<file path="config.mk">
export PLATFORM = sky130hd
export DESIGN_NAME = crono_multi_ctrl
export DESIGN_NICKNAME = d
export VERILOG_FILES = /design/src/rtl/crono_pkg.sv /design/src/rtl/crono_ch.sv /design/src/rtl/crono_multi_ctrl.sv
export SDC_FILE = /design/constraint.sdc
export NUM_CORES = 1
export LEC_CHECK = 0
export ABC_AREA = 1
export BUFFER_PORTS_ARGS = -buffer_cell sky130_fd_sc_hd__buf_2
export CORE_MARGIN = 5
export CORE_UTILIZATION = 62
export CTS_CLUSTER_DIAMETER = 30
export CTS_CLUSTER_SIZE = 14
export DETAILED_ROUTE_END_ITERATION = 8
export GPL_TIMING_DRIVEN = 0
export PLACE_DENSITY_LB_ADDON = 0.25
export SLEW_MARGIN = 20
export SYNTH_ARGS = -nofsm -noshare
export SYNTH_HDL_FRONTEND = slang
export SYNTH_SLANG_ARGS = --single-unit
</file>
<file path="constraint.sdc">
create_clock -name clk -period 5.1 [get_ports clk]
set_input_delay 0.765 -clock clk [delete_from_list [all_inputs] [get_ports clk]]
set_output_delay 0.765 -clock clk [all_outputs]
set_load 0.02 [all_outputs]
</file>
<file path="src/rtl/crono_pkg.sv">
// Shared types and command codes for the multi-channel stopwatch/timer controller.
package crono_pkg;

  typedef enum logic [3:0] {
    ST_IDLE       = 4'd0,
    ST_REQ_START  = 4'd1,
    ST_WR_START   = 4'd2,
    ST_RUN        = 4'd3,
    ST_REQ_STOP   = 4'd4,
    ST_WR_STOP    = 4'd5,
    ST_RING       = 4'd6,
    ST_REQ_CANCEL = 4'd7,
    ST_WR_CANCEL  = 4'd8
  } ch_state_t;

  localparam logic [2:0] CMD_START = 3'b101;
  localparam logic [2:0] CMD_STOP  = 3'b110;
  localparam logic [2:0] CMD_NONE  = 3'b000;

endpackage

</file>
<file path="src/rtl/crono_ch.sv">
// One timer channel: push edge detector plus start/run/stop/ring sequencing.
// Optional CRONO_RING_TIMEOUT_EN adds an auto-silence counter on the ring state.
module crono_ch
  import crono_pkg::*;
#(
  parameter int RING_CYCLES = 1024
) (
  input  logic clk,
  input  logic reset,
  input  logic i_push,
  input  logic i_crono_end,
  input  logic i_gnt,
  input  logic i_expire,
  output logic o_req,
  output logic o_req_start,
  output logic o_ring
);

  ch_state_t r_state;
  ch_state_t w_state_nxt;
  logic      r_push;
  logic      r_arm;
  logic      w_edge;
  logic      w_ring_done;

  // r_arm masks the first cycle after reset so a button held across reset release is not an edge
  assign w_edge = i_push & ~r_push & r_arm;

`ifdef CRONO_RING_TIMEOUT_EN
  localparam int RW = (RING_CYCLES > 1) ? $clog2(RING_CYCLES) : 1;
  logic [RW-1:0] r_ring_cnt;

  assign w_ring_done = (r_ring_cnt == RW'(RING_CYCLES - 1));

  always_ff @(posedge clk) begin
    if (!reset || r_state != ST_RING) begin
      r_ring_cnt <= '0;
    end else if (!w_ring_done) begin
      r_ring_cnt <= r_ring_cnt + 1'b1;
    end
  end
`else
  // Without the timeout only a push ends the ring; a degenerate RING_CYCLES never occurs.
  assign w_ring_done = (RING_CYCLES < 1);
`endif

  always_comb begin
    o_req       = 1'b0;
    o_req_start = 1'b0;
    case (r_state)
      ST_IDLE: begin
        o_req       = w_edge;
        o_req_start = w_edge;
      end
      ST_REQ_START: begin
        o_req       = 1'b1;
        o_req_start = 1'b1;
      end
      ST_RUN:                     o_req = i_crono_end | w_edge;
      ST_REQ_STOP, ST_REQ_CANCEL: o_req = 1'b1;
      default:                    o_req = 1'b0;
    endcase
  end

  // A request raised this cycle may be granted in the same cycle, skipping the REQ_* state.
  always_comb begin
    w_state_nxt = r_state;
    case (r_state)
      ST_IDLE:       if (w_edge) w_state_nxt = i_gnt ? ST_WR_START : ST_REQ_START;
      ST_REQ_START:  if (i_gnt) w_state_nxt = ST_WR_START;
      ST_WR_START:   if (i_expire) w_state_nxt = ST_RUN;
      ST_RUN: begin
        if (i_crono_end)  w_state_nxt = i_gnt ? ST_WR_STOP : ST_REQ_STOP;
        else if (w_edge)  w_state_nxt = i_gnt ? ST_WR_CANCEL : ST_REQ_CANCEL;
      end
      ST_REQ_STOP:   if (i_gnt) w_state_nxt = ST_WR_STOP;
      ST_WR_STOP:    if (i_expire) w_state_nxt = ST_RING;
      ST_RING:       if (w_edge || w_ring_done) w_state_nxt = ST_IDLE;
      ST_REQ_CANCEL: if (i_gnt) w_state_nxt = ST_WR_CANCEL;
      ST_WR_CANCEL:  if (i_expire) w_state_nxt = ST_IDLE;
      default:       w_state_nxt = ST_IDLE;
    endcase
  end

  always_ff @(posedge clk) begin
    if (!reset) begin
      r_state <= ST_IDLE;
      r_push  <= 1'b0;
      r_arm   <= 1'b0;
    end else begin
      r_state <= w_state_nxt;
      r_push  <= i_push;
      r_arm   <= 1'b1;
    end
  end

  assign o_ring = (r_state == ST_RING);

endmodule

</file>
<file path="src/rtl/crono_multi_ctrl.sv">
// N_CH timer channels sharing one RTC write port via a round-robin arbiter.
// Optional CRONO_RING_TIMEOUT_EN (in crono_ch) auto-silences ringing channels.
module crono_multi_ctrl
  import crono_pkg::*;
#(
  parameter int                N_CH        = 2,
  parameter int                ADDR_W      = 8,
  parameter logic [ADDR_W-1:0] BASE_ADDR   = '0,
  parameter int                HOLD        = 511,
  parameter int                RING_CYCLES = 1024
) (
  input  logic              clk,
  input  logic              reset,
  input  logic [N_CH-1:0]   push,
  input  logic [N_CH-1:0]   crono_end,
  output logic              wr_inistop,
  output logic [2:0]        inistop,
  output logic [ADDR_W-1:0] dir,
  output logic              wr_busy,
  output logic [N_CH-1:0]   ring
);

  localparam int PW = (N_CH > 1) ? $clog2(N_CH) : 1;
  localparam int HW = $clog2(HOLD + 1);

  logic [N_CH-1:0]   w_req;
  logic [N_CH-1:0]   w_req_start;
  logic [N_CH-1:0]   w_gnt;
  logic              w_gnt_vld;
  logic [PW-1:0]     w_gnt_idx;
  logic              w_expire;
  int                w_idx;

  logic [PW-1:0]     r_ptr;
  logic              r_wr;
  logic              r_busy;
  logic [2:0]        r_cmd;
  logic [ADDR_W-1:0] r_dir;
  logic [HW-1:0]     r_hold;

  for (genvar k = 0; k < N_CH; k++) begin : g_ch
    crono_ch #(
      .RING_CYCLES(RING_CYCLES)
    ) u_ch (
      .clk        (clk),
      .reset      (reset),
      .i_push     (push[k]),
      .i_crono_end(crono_end[k]),
      .i_gnt      (w_gnt[k]),
      .i_expire   (w_expire),
      .o_req      (w_req[k]),
      .o_req_start(w_req_start[k]),
      .o_ring     (ring[k])
    );
  end

  assign w_expire = r_wr && (r_hold == HW'(HOLD));

  // Bus is free when idle or in the gap cycle; scanning downwards leaves the nearest requester.
  always_comb begin
    w_gnt     = '0;
    w_gnt_vld = 1'b0;
    w_gnt_idx = '0;
    w_idx     = 0;
    for (int i = N_CH - 1; i >= 0; i--) begin
      w_idx = int'(r_ptr) + i;
      if (w_idx >= N_CH) w_idx = w_idx - N_CH;
      if (w_req[PW'(w_idx)] && !r_wr) begin
        w_gnt_vld = 1'b1;
        w_gnt_idx = PW'(w_idx);
      end
    end
    if (w_gnt_vld) w_gnt[w_gnt_idx] = 1'b1;
  end

  always_ff @(posedge clk) begin
    if (!reset) begin
      r_ptr  <= '0;
      r_wr   <= 1'b0;
      r_busy <= 1'b0;
      r_cmd  <= CMD_NONE;
      r_dir  <= '0;
      r_hold <= '0;
    end else if (w_gnt_vld) begin
      r_wr   <= 1'b1;
      r_busy <= 1'b1;
      r_cmd  <= w_req_start[w_gnt_idx] ? CMD_START : CMD_STOP;
      r_dir  <= BASE_ADDR + ADDR_W'(w_gnt_idx);
      r_hold <= HW'(1);
      r_ptr  <= (w_gnt_idx == PW'(N_CH - 1)) ? '0 : w_gnt_idx + 1'b1;
    end else if (w_expire) begin
      r_wr  <= 1'b0;
      r_cmd <= CMD_NONE;
    end else if (r_wr) begin
      r_hold <= r_hold + 1'b1;
    end else begin
      r_busy <= 1'b0;
      r_hold <= '0;
    end
  end

  assign wr_inistop = r_wr;
  assign inistop    = r_cmd;
  assign dir        = r_dir;
  assign wr_busy    = r_busy;

endmodule

</file>
==> metrics.md, run 1 <==
| Metric | Value |
|---|---|
| Total routing resource utilization after global routing | 0.1663 |
| Kind of end point of the critical path | flop |
| Relative slew margins | 0.6580 |
| Result of the run | finished clean |
| Ordered cell list for the critical path | ha_1 > nand2_1 > nor3_1 > nand2_1 > nor3_1 > ha_1 > nand2_1 > nand2_1 > nand2_1 > inv_1 > nand2_4 > nand2_1 > a21oi_2 |
| Starting Density | 0.6339 |
| Depth of the CTS H-tree | 1 |
| Maximum number of pins on one net before global-route repair | 16 |
| Signed area change from the synthesized netlist to the final layout | 10.42% |
| Pre-Repair DR Iteration Count | 4 |
| Antenna diode instance count | 0 |
| Final RePlAce weighted congestion | 0.9123 |
| Core region area | 2710 um2 |
| Startpoint of the worst-slack reg-to-reg timing path | r_hold[0]$_SDFFE_PN0P_ |
| Die outline width | 62.64 um |
| Wire length of the first global-routing pass | 5.478 mm |
| Min Tclk post-route | 2406 ps |
| Routed wire length | 3.170 mm |
| Clock net sink count | 26 |
| Max stage delay on crit path | 410 ps |
| Kind of start point of the critical path | flop |
| Required time at the worst-slack endpoint | 5330 ps |
| Number of cells in the design after placement | 293 |
| Remaining antenna violation count after routing | 0 |
| Maximum clock skew at final layout | 6.983 ps |
| Capturing point of the worst reg2reg path | g_ch[1].u_ch.r_state[2]$_SDFFE_PN0P_ |
| DRC errors left | 0 |
| Flop2flop setup slack | 2690 ps |
| Area enclosed by the die boundary | 3924 um2 |
| Mapped Area | 1718 um2 |
| Number of buffers created by CTS | 3 |
| Class of the most critical hold timing path | reg -> reg |
| Class of the most critical setup path | reg -> reg |
| Max-cap viol count | 0 |
| Highest net fanout along the worst path | 10 |
| Final HPWL DP | 2.538 mm |
| Vias in the first global route | 1,312 |
| Fin util | 0.6999 |
| Final instance count without filler cells | 297 |
| Fraction of final layout cells sized beyond drive strength 1 | 0.2256 |
| Most common cell after layout, fill and taps aside | sky130_fd_sc_hd__nand2_1 |
| Final setup violation count | 0 |
| Post-CTS resize count | 0 |
| Slowest library cell on the worst path | sky130_fd_sc_hd__dfxtp_1 |
| Count of cells along the worst register-to-register path | 13 |
| CP bufs+invs | 1 |
| Slew at the pin with the worst max-slew slack | 512.9 ps |
| Power density cells | 458.6 nW/um2 |
| Root buffer cell | sky130_fd_sc_hd__clkbuf_4 |
| Maximum buffer depth of the clock tree | 2 |
| Distinct cell type count after synthesis | 33 |
| Crit path top cell by count | sky130_fd_sc_hd__nand2_1 |
| Warnings from Yosys | 0 |
| Number of cell rows | 19 |
| RSZ-0062 raised after global routing | false |
| Cell family with most CP delay | simple AND/OR/NAND/NOR gates |
| Final-layout setup total negative slack | 0 ps |
| First element of the critical path | r_hold[0]$_SDFFE_PN0P_ |
| Count of input and output buffers | 13 |
| Number of register bits inferred by synthesis | 26 |
| Fin. Hold Viols | 0 |
| Grt total ovfl | 0 |
| Maximum VDD drop | 0.3322 mV |
| Slew Viols, Final | 0 |
| Final clock period utilization by the worst path | 0.4717 |
| Clock latency of the later-clocked register in the worst-skew pair | 340 ps |
| Detailed router's first-iteration violation count | 75 |
| Reg clk slew, reported paths | 150 ps |
| Per-instance average area after synthesis | 7.070 um2 |
| Highest-count cells in the layout ignoring fill and taps | sky130_fd_sc_hd__nand2_1 (50), sky130_fd_sc_hd__inv_1 (33), sky130_fd_sc_hd__dfxtp_1 (26) |
| Detailed-route via count | 1,483 |
| # IOs | 21 |
| Leak pwr | 0.0008975 uW |
| Average detailed-routed wire length per instance | 10.67 um |
| Maximum achievable frequency | 415.7 MHz |
| Count of cell instances traversed by the critical path | 13 |
| Filler instances | 255 |
| Post-CTS setup buffers | 0 |
| Termination of the worst setup path | g_ch[1].u_ch.r_state[2]$_SDFFE_PN0P_ |
| Per-cell via count in the routed design | 4.993 |
| TritonCTS clock tree | done |
| Synthesized netlist cell count | 243 |
| Count of nets after finishing | 280 |
| Sequential fraction of the synthesis area | 0.3030 |
| Hold buffer count at cts | 0 |
| Antenna violations before repair | 0 |
| DIE HEIGHT | 62.64 um |
| Critical Path AT | 2640 ps |
==> stage by stage <==
stage / instance area, um2 / power [uW] / worst slack (ps) / hold WS, ps
floorplan: 1740 / 645.6 / 2991 / 447.6
global placement: 1844 / 723.7 / 2645 / 445.7
detailed placement: 1844 / 726.6 / 2634 / 464.4
CTS: 1897 / 870.3 / 2701 / 484.9
global route: 1897 / 948.9 / 2429 / 511.8
finish: 1897 / 869.8 / 2694 / 481.0
==> tightest hold or removal path, cell delays in order (launching register included) <==
cell                      delay (ps)
sky130_fd_sc_hd__dfxtp_1         340
sky130_fd_sc_hd__nand2_1          60
sky130_fd_sc_hd__a21oi_1          60
==> worst min path at each step <==
stage	from	end	slack, ps	depth (start not counted)
finish	dir[0]$_SDFFE_PN0N_	dir[0]$_SDFFE_PN0N_	480	2
global route	inistop[0]$_SDFFE_PN0P_	inistop[0]$_SDFFE_PN0P_	510	2
floorplan	r_hold[4]$_SDFFE_PP0N_	r_hold[5]$_SDFFE_PP0N_	450	1
CTS	dir[0]$_SDFFE_PN0N_	dir[0]$_SDFFE_PN0N_	480	2
detailed placement	dir[0]$_SDFFE_PN0N_	dir[0]$_SDFFE_PN0N_	460	2
global placement	dir[0]$_SDFFE_PN0N_	dir[0]$_SDFFE_PN0N_	450	2
==> routing by layer <==
metal | GRT usage | up-vias | part of all wire
li1 | - | 819 | -
met1 | 0.2283 | 631 | 0.49
met2 | 0.2591 | 28 | 0.45
met3 | 0.02698 | 5 | 0.045
met4 | 0.06366 | 0 | 0.016
met5 | 0 | - | 0
==> synth_stat cells <==
master | n | share of area
sky130_fd_sc_hd__nand2_1 | 50 | 0.11
sky130_fd_sc_hd__inv_1 | 33 | 0.072
sky130_fd_sc_hd__dfxtp_1 | 26 | 0.30
sky130_fd_sc_hd__nor2_1 | 23 | 0.050
sky130_fd_sc_hd__nand3_1 | 13 | 0.038
sky130_fd_sc_hd__a21oi_1 | 10 | 0.029
sky130_fd_sc_hd__buf_4 | 10 | 0.044
sky130_fd_sc_hd__nor3_1 | 10 | 0.029
sky130_fd_sc_hd__a21oi_2 | 8 | 0.041
sky130_fd_sc_hd__ha_1 | 7 | 0.051
sky130_fd_sc_hd__nand2_2 | 7 | 0.025
sky130_fd_sc_hd__o21ai_0 | 6 | 0.017
sky130_fd_sc_hd__nand4_1 | 5 | 0.018
sky130_fd_sc_hd__nor2_2 | 5 | 0.018
sky130_fd_sc_hd__nor2_4 | 4 | 0.026
sky130_fd_sc_hd__nand3_4 | 3 | 0.031
sky130_fd_sc_hd__o211ai_1 | 3 | 0.013
sky130_fd_sc_hd__a22oi_1 | 2 | 0.0087
sky130_fd_sc_hd__inv_2 | 2 | 0.0044
sky130_fd_sc_hd__nand2_4 | 2 | 0.013
sky130_fd_sc_hd__o21ai_1 | 2 | 0.0058
sky130_fd_sc_hd__a21oi_4 | 1 | 0.0095
sky130_fd_sc_hd__a311oi_1 | 1 | 0.0051
sky130_fd_sc_hd__a31oi_1 | 1 | 0.0036
sky130_fd_sc_hd__clkbuf_1 | 1 | 0.0022
sky130_fd_sc_hd__clkinv_1 | 1 | 0.0022
sky130_fd_sc_hd__conb_1 | 1 | 0.0022
sky130_fd_sc_hd__dlygate4sd1_1 | 1 | 0.0051
sky130_fd_sc_hd__nand3b_1 | 1 | 0.0044
sky130_fd_sc_hd__nor3_2 | 1 | 0.0058
sky130_fd_sc_hd__nor4_1 | 1 | 0.0036
sky130_fd_sc_hd__o22ai_1 | 1 | 0.0036
sky130_fd_sc_hd__xor2_1 | 1 | 0.0051
==> kinds of logic (layout without fill, tap and decap cells) <==
kind of cell,count (synthesis),count (layout),share of synthesized area
AO/OA/AOI/OAI,35,35,0.1369
XOR/XNOR,1,1,0.005099
adder cells (fa/ha/maj),7,7,0.05098
buffers and inverters,48,65,0.1296
flip-flops,26,26,0.3030
other,1,7,0.002183
AND/OR/NAND/NOR,125,125,0.3722
==> flip-flops by register name (all words and copies together) (netlist names) <==
| register | flops |
|---|---|
| dir | 1 |
| g_ch.u_ch.r_arm | 1 |
| g_ch.u_ch.r_push | 2 |
| g_ch.u_ch.r_state | 8 |
| inistop | 3 |
| r_hold | 9 |
| r_ptr | 1 |
| wr_busy | 1 |
==> area by class of cell <==
class,count,area (um2),area share
sequential,26,520.5,0.2744
inverter,36,135.1,0.07124
clock inverter,1,30.03,0.01583
timing repair buffer,13,65.06,0.03430
clock buffer,3,22.52,0.01187
multi-input combinational,175,997.2,0.5257
tap,31,38.79,0.02045
buffer,12,87.58,0.04617
==> power by group <==
part           total, uW  switching (uW)  internal [uW]
Sequential           284            43.2            241
Combinational        440             287            152
Clock                146            66.1           79.6
Total                870             397            473
Power figures use the tool's default switching activity.
==> run 2: changes to the inputs <==
ABC_AREA = 0   (was 1)
CORE_UTILIZATION = 52   (was 62)
clock period = 2.2 ns   (was 5.1 ns; I/O delays follow)
==> metrics.md, run 2 <==
| Metric | Value |
|---|---|
| Result of the run | finished clean (unchanged) |
| Routed wire length | 3.635 mm (was 3.170 mm) |
| Average detailed-routed wire length per instance | 12.49 um (was 10.67 um) |
| Total chip power | 2042 uW (was 869.8 uW) |
| Critical Path AT | 2240 ps (was 2640 ps) |
| Number of buffers created by CTS | 3 (unchanged) |
| Class of the most critical hold timing path | in -> reg (was reg -> reg) |
| Sequential fraction of the synthesis area | 0.3008 (was 0.3030) |
| Count of input and output buffers | 13 (unchanged) |
| Area enclosed by the die boundary | 4581 um2 (was 3924 um2) |
| Highest net fanout along the worst path | 9 (was 10) |
| Number of register bits inferred by synthesis | 26 (unchanged) |
| Vias in the first global route | 1,407 (was 1,312) |
| Prevailing post-synth register cell | sky130_fd_sc_hd__dfxtp_1 (unchanged) |
| Number of cell rows | 21 (was 19) |
| Number of cells in the design after placement | 279 (was 293) |
| Detailed router's first-iteration violation count | 118 (was 75) |
| Kind of end point of the critical path | flop (unchanged) |
| Core region area | 3284 um2 (was 2710 um2) |
| Detailed-route via count | 1,576 (was 1,483) |
| Number of enable-type register cells in the synthesized netlist | 0 (unchanged) |
| Root buffer cell | sky130_fd_sc_hd__clkbuf_4 (unchanged) |
| Antenna violations before repair | 0 (unchanged) |
| Count of nets after finishing | 259 (was 280) |
| Total routing resource utilization after global routing | 0.1691 (was 0.1663) |
| Final HPWL DP | 2.601 mm (was 2.538 mm) |
| Final instance count without filler cells | 291 (was 297) |
| Clock latency of the later-clocked register in the worst-skew pair | 320 ps (was 340 ps) |
| Depth of the CTS H-tree | 1 (unchanged) |
| DRC errors left | 0 (unchanged) |
| Pre-Repair DR Iteration Count | 5 (was 4) |
| Filler instances | 317 (was 255) |
| Grt total ovfl | 0 (unchanged) |
| Flip-flop count of the largest register after layout | 9 (unchanged) |
| # IOs | 21 (unchanged) |
| Starting Density | 0.5269 (was 0.6339) |
| Most common cell after layout, fill and taps aside | sky130_fd_sc_hd__dfxtp_1 (was sky130_fd_sc_hd__nand2_1) |
| Fin util | 0.6149 (was 0.6999) |
| Class of the most critical setup path | reg -> reg (unchanged) |
| Max stage delay on crit path | 420 ps (was 410 ps) |
| Slew at the pin with the worst max-slew slack | 522.9 ps (was 512.9 ps) |
| Warnings from Yosys | 0 (unchanged) |
| Maximum number of pins on one net before global-route repair | 16 (unchanged) |
| Maximum clock skew at final layout | 1.645 ps (was 6.983 ps) |
| Synthesized netlist cell count | 214 (was 243) |
| Die outline width | 67.69 um (was 62.64 um) |
| Maximum VDD drop | 0.4631 mV (was 0.3322 mV) |
| Signed area change from the synthesized netlist to the final layout | 16.70% (was 10.42%) |
| Slowest library cell on the worst path | sky130_fd_sc_hd__dfxtp_1 (unchanged) |
| Wire length of the first global-routing pass | 6.009 mm (was 5.478 mm) |
| Portion of synthesized cell area occupied by the leading cell type | 0.3008 (was 0.3030) |
| Maximum achievable frequency | 496.0 MHz (was 415.7 MHz) |
| Post-synth top area cell | sky130_fd_sc_hd__dfxtp_1 (unchanged) |
| Fraction of final layout cells sized beyond drive strength 1 | 0.2245 (was 0.2256) |
| Clock net sink count | 26 (unchanged) |
| Kind of start point of the critical path | flop (unchanged) |
| Max-cap viol count | 0 (unchanged) |
| Highest-count cells in the layout ignoring fill and taps | sky130_fd_sc_hd__dfxtp_1 (26), sky130_fd_sc_hd__nor2_1 (21), sky130_fd_sc_hd__nand2_1 (19), sky130_fd_sc_hd__buf_4 (19), sky130_fd_sc_hd__buf_2 (16) (was sky130_fd_sc_hd__nand2_1 (50), sky130_fd_sc_hd__inv_1 (33), sky130_fd_sc_hd__dfxtp_1 (26)) |
| Remaining antenna violation count after routing | 0 (unchanged) |
| Minimum setup slack after placement | -145.9 ps (was 2634 ps) |
| Leak pwr | 0.0008569 uW (was 0.0008975 uW) |
| DIE HEIGHT | 67.69 um (was 62.64 um) |
| Async set-or-reset flop fraction in the synthesized netlist | 0 (unchanged) |
| Final RePlAce weighted congestion | 0.9250 (was 0.9123) |
| Largest Register | r_hold (unchanged) |
| Min Tclk post-route | 2016 ps (was 2406 ps) |
| Final clock period utilization by the worst path | 0.9164 (was 0.4717) |
| Required time at the worst-slack endpoint | 2420 ps (was 5330 ps) |
| Antenna diode instance count | 0 (unchanged) |
| Most instantiated cells after synthesis | sky130_fd_sc_hd__dfxtp_1 (26), sky130_fd_sc_hd__nor2_1 (22), sky130_fd_sc_hd__nand2_1 (19) (was sky130_fd_sc_hd__nand2_1 (50), sky130_fd_sc_hd__inv_1 (33), sky130_fd_sc_hd__dfxtp_1 (26)) |
| Most frequent cell after synthesis | sky130_fd_sc_hd__dfxtp_1 (was sky130_fd_sc_hd__nand2_1) |
| Smallest setup slack after layout | 183.8 ps (was 2694 ps) |
| TritonCTS clock tree | done (unchanged) |
| Final setup violation count | 0 (unchanged) |
| Slew Viols, Final | 0 (unchanged) |
| Ordered cell list for the critical path | ha_1 > nand3_1 > nor2_1 > ha_2 > nand2_1 > a22oi_2 > o31ai_4 > mux2i_1 (was ha_1 > nand2_1 > nor3_1 > nand2_1 > nor3_1 > ha_1 > nand2_1 > nand2_1 > nand2_1 > inv_1 > nand2_4 > nand2_1 > a21oi_2) |
| Reg clk slew, reported paths | 140 ps (was 150 ps) |
| Per-cell via count in the routed design | 5.416 (was 4.993) |
| Power density cells | 1011 nW/um2 (was 458.6 nW/um2) |
| Relative slew margins | 0.6514 (was 0.6580) |
| Distinct cell type count after synthesis | 55 (was 33) |
| Per-instance average area after synthesis | 8.086 um2 (was 7.070 um2) |
| Maximum buffer depth of the clock tree | 2 (unchanged) |
| Synth area leaders | sky130_fd_sc_hd__dfxtp_1 (30%), sky130_fd_sc_hd__ha_1 (5.1%), sky130_fd_sc_hd__nor2_1 (4.8%) (was sky130_fd_sc_hd__dfxtp_1 (30%), sky130_fd_sc_hd__nand2_1 (11%), sky130_fd_sc_hd__inv_1 (7.2%)) |
| Fin. Hold Viols | 0 (unchanged) |
| Mapped Area | 1730 um2 (was 1718 um2) |
-- run 2: cell types whose count changed in the layout (fill, tap and decap cells not counted), moves of 5 or more --
| cell | delta |
|---|---|
| sky130_fd_sc_hd__a21oi_2 | -8 |
| sky130_fd_sc_hd__buf_4 | +9 |
| sky130_fd_sc_hd__clkbuf_1 | +6 |
| sky130_fd_sc_hd__inv_1 | -23 |
| sky130_fd_sc_hd__mux2i_1 | +7 |
| sky130_fd_sc_hd__nand2_1 | -31 |
| sky130_fd_sc_hd__nand2_2 | -7 |
| sky130_fd_sc_hd__nand3_1 | -7 |
| sky130_fd_sc_hd__nor2_2 | -5 |
| sky130_fd_sc_hd__nor3_1 | -8 |
| sky130_fd_sc_hd__xnor2_1 | +5 |
-- run 2: worst max-delay path, delay by kind of cell, from the launching register on --
kind            cells  cell delay (ps)
fa+ha+maj           2              570
simple gates        3              340
flops               1              420
mux                 1              150
compound gates      2              430
-- run 2: worst paths after layout --
path / startpoint / endpoint / slack, ps / depth (start not counted)
max: r_hold[0]$_SDFFE_PN0P_ / g_ch[1].u_ch.r_state[2]$_SDFFE_PN0P_ / 180 / 8
min: reset / g_ch[1].u_ch.r_arm$_DFF_P_ / 150 / 1
max reg2reg: r_hold[0]$_SDFFE_PN0P_ / g_ch[1].u_ch.r_state[2]$_SDFFE_PN0P_ / 180 / 8
min reg2reg: inistop[0]$_SDFFE_PN0P_ / inistop[0]$_SDFFE_PN0P_ / 490 / 2
-- run 2: final cells by class --
class | instances | area, um2 | share of cell area
Tap cell | 46 | 57.56 | 0.02850
Clock inverter | 1 | 30.03 | 0.01487
Multi-Input combinational cell | 158 | 1069 | 0.5291
Inverter | 12 | 47.55 | 0.02354
Sequential cell | 26 | 520.5 | 0.2577
Clock buffer | 3 | 22.52 | 0.01115
Timing Repair Buffer | 22 | 132.6 | 0.06568
Buffer | 23 | 140.1 | 0.06939
-- run 2: layer usage --
| layer | track usage | part of all wire | vias up |
|---|---|---|---|
| met1 | 0.2205 | 0.46 | 716 |
| met3 | 0.01997 | 0.064 | 5 |
| met4 | 0.05570 | 0.012 | 0 |
| li1 | - | - | 804 |
| met2 | 0.2868 | 0.47 | 51 |
| met5 | 0 | 0 | - |
-- run 2: timing repair --
action,4_1_cts,5_1_grt
gates resized for setup,2,5
pin swaps,0,3
hold buffers,0,0
setup endpoints to repair,6,8
setup buffers,0,9
gates cloned,0,0
-- run 2: power breakdown --
group          internal, uW  total [uW]  switching (uW)
sequential              549         620            71.7
clock                   184         330             146
combinational           497        1090             594
-- run 2: cell families after synthesis --
kind of cell | after synthesis | synth area share
DFF | 26 | 0.3008
adders and majority gates | 7 | 0.05061
xor gates and xnor gates | 9 | 0.04555
AOI/OAI and AO/OA | 48 | 0.2054
and+or+nand+nor | 80 | 0.2466
other | 1 | 0.002167
muxes | 7 | 0.04049
buffers and inverters | 36 | 0.1085
-- run 2: through the flow --
step	TNS (ps)	instance area (um2)	hold slack [ps]
after global placement	-433.1	1876	461.0
after CTS	0	1929	149.8
final	0	2019	150.6
after floorplan	0	1753	357.7
after detailed placement	-546.6	1876	477.3
after global routing	-26.90	2019	138.2
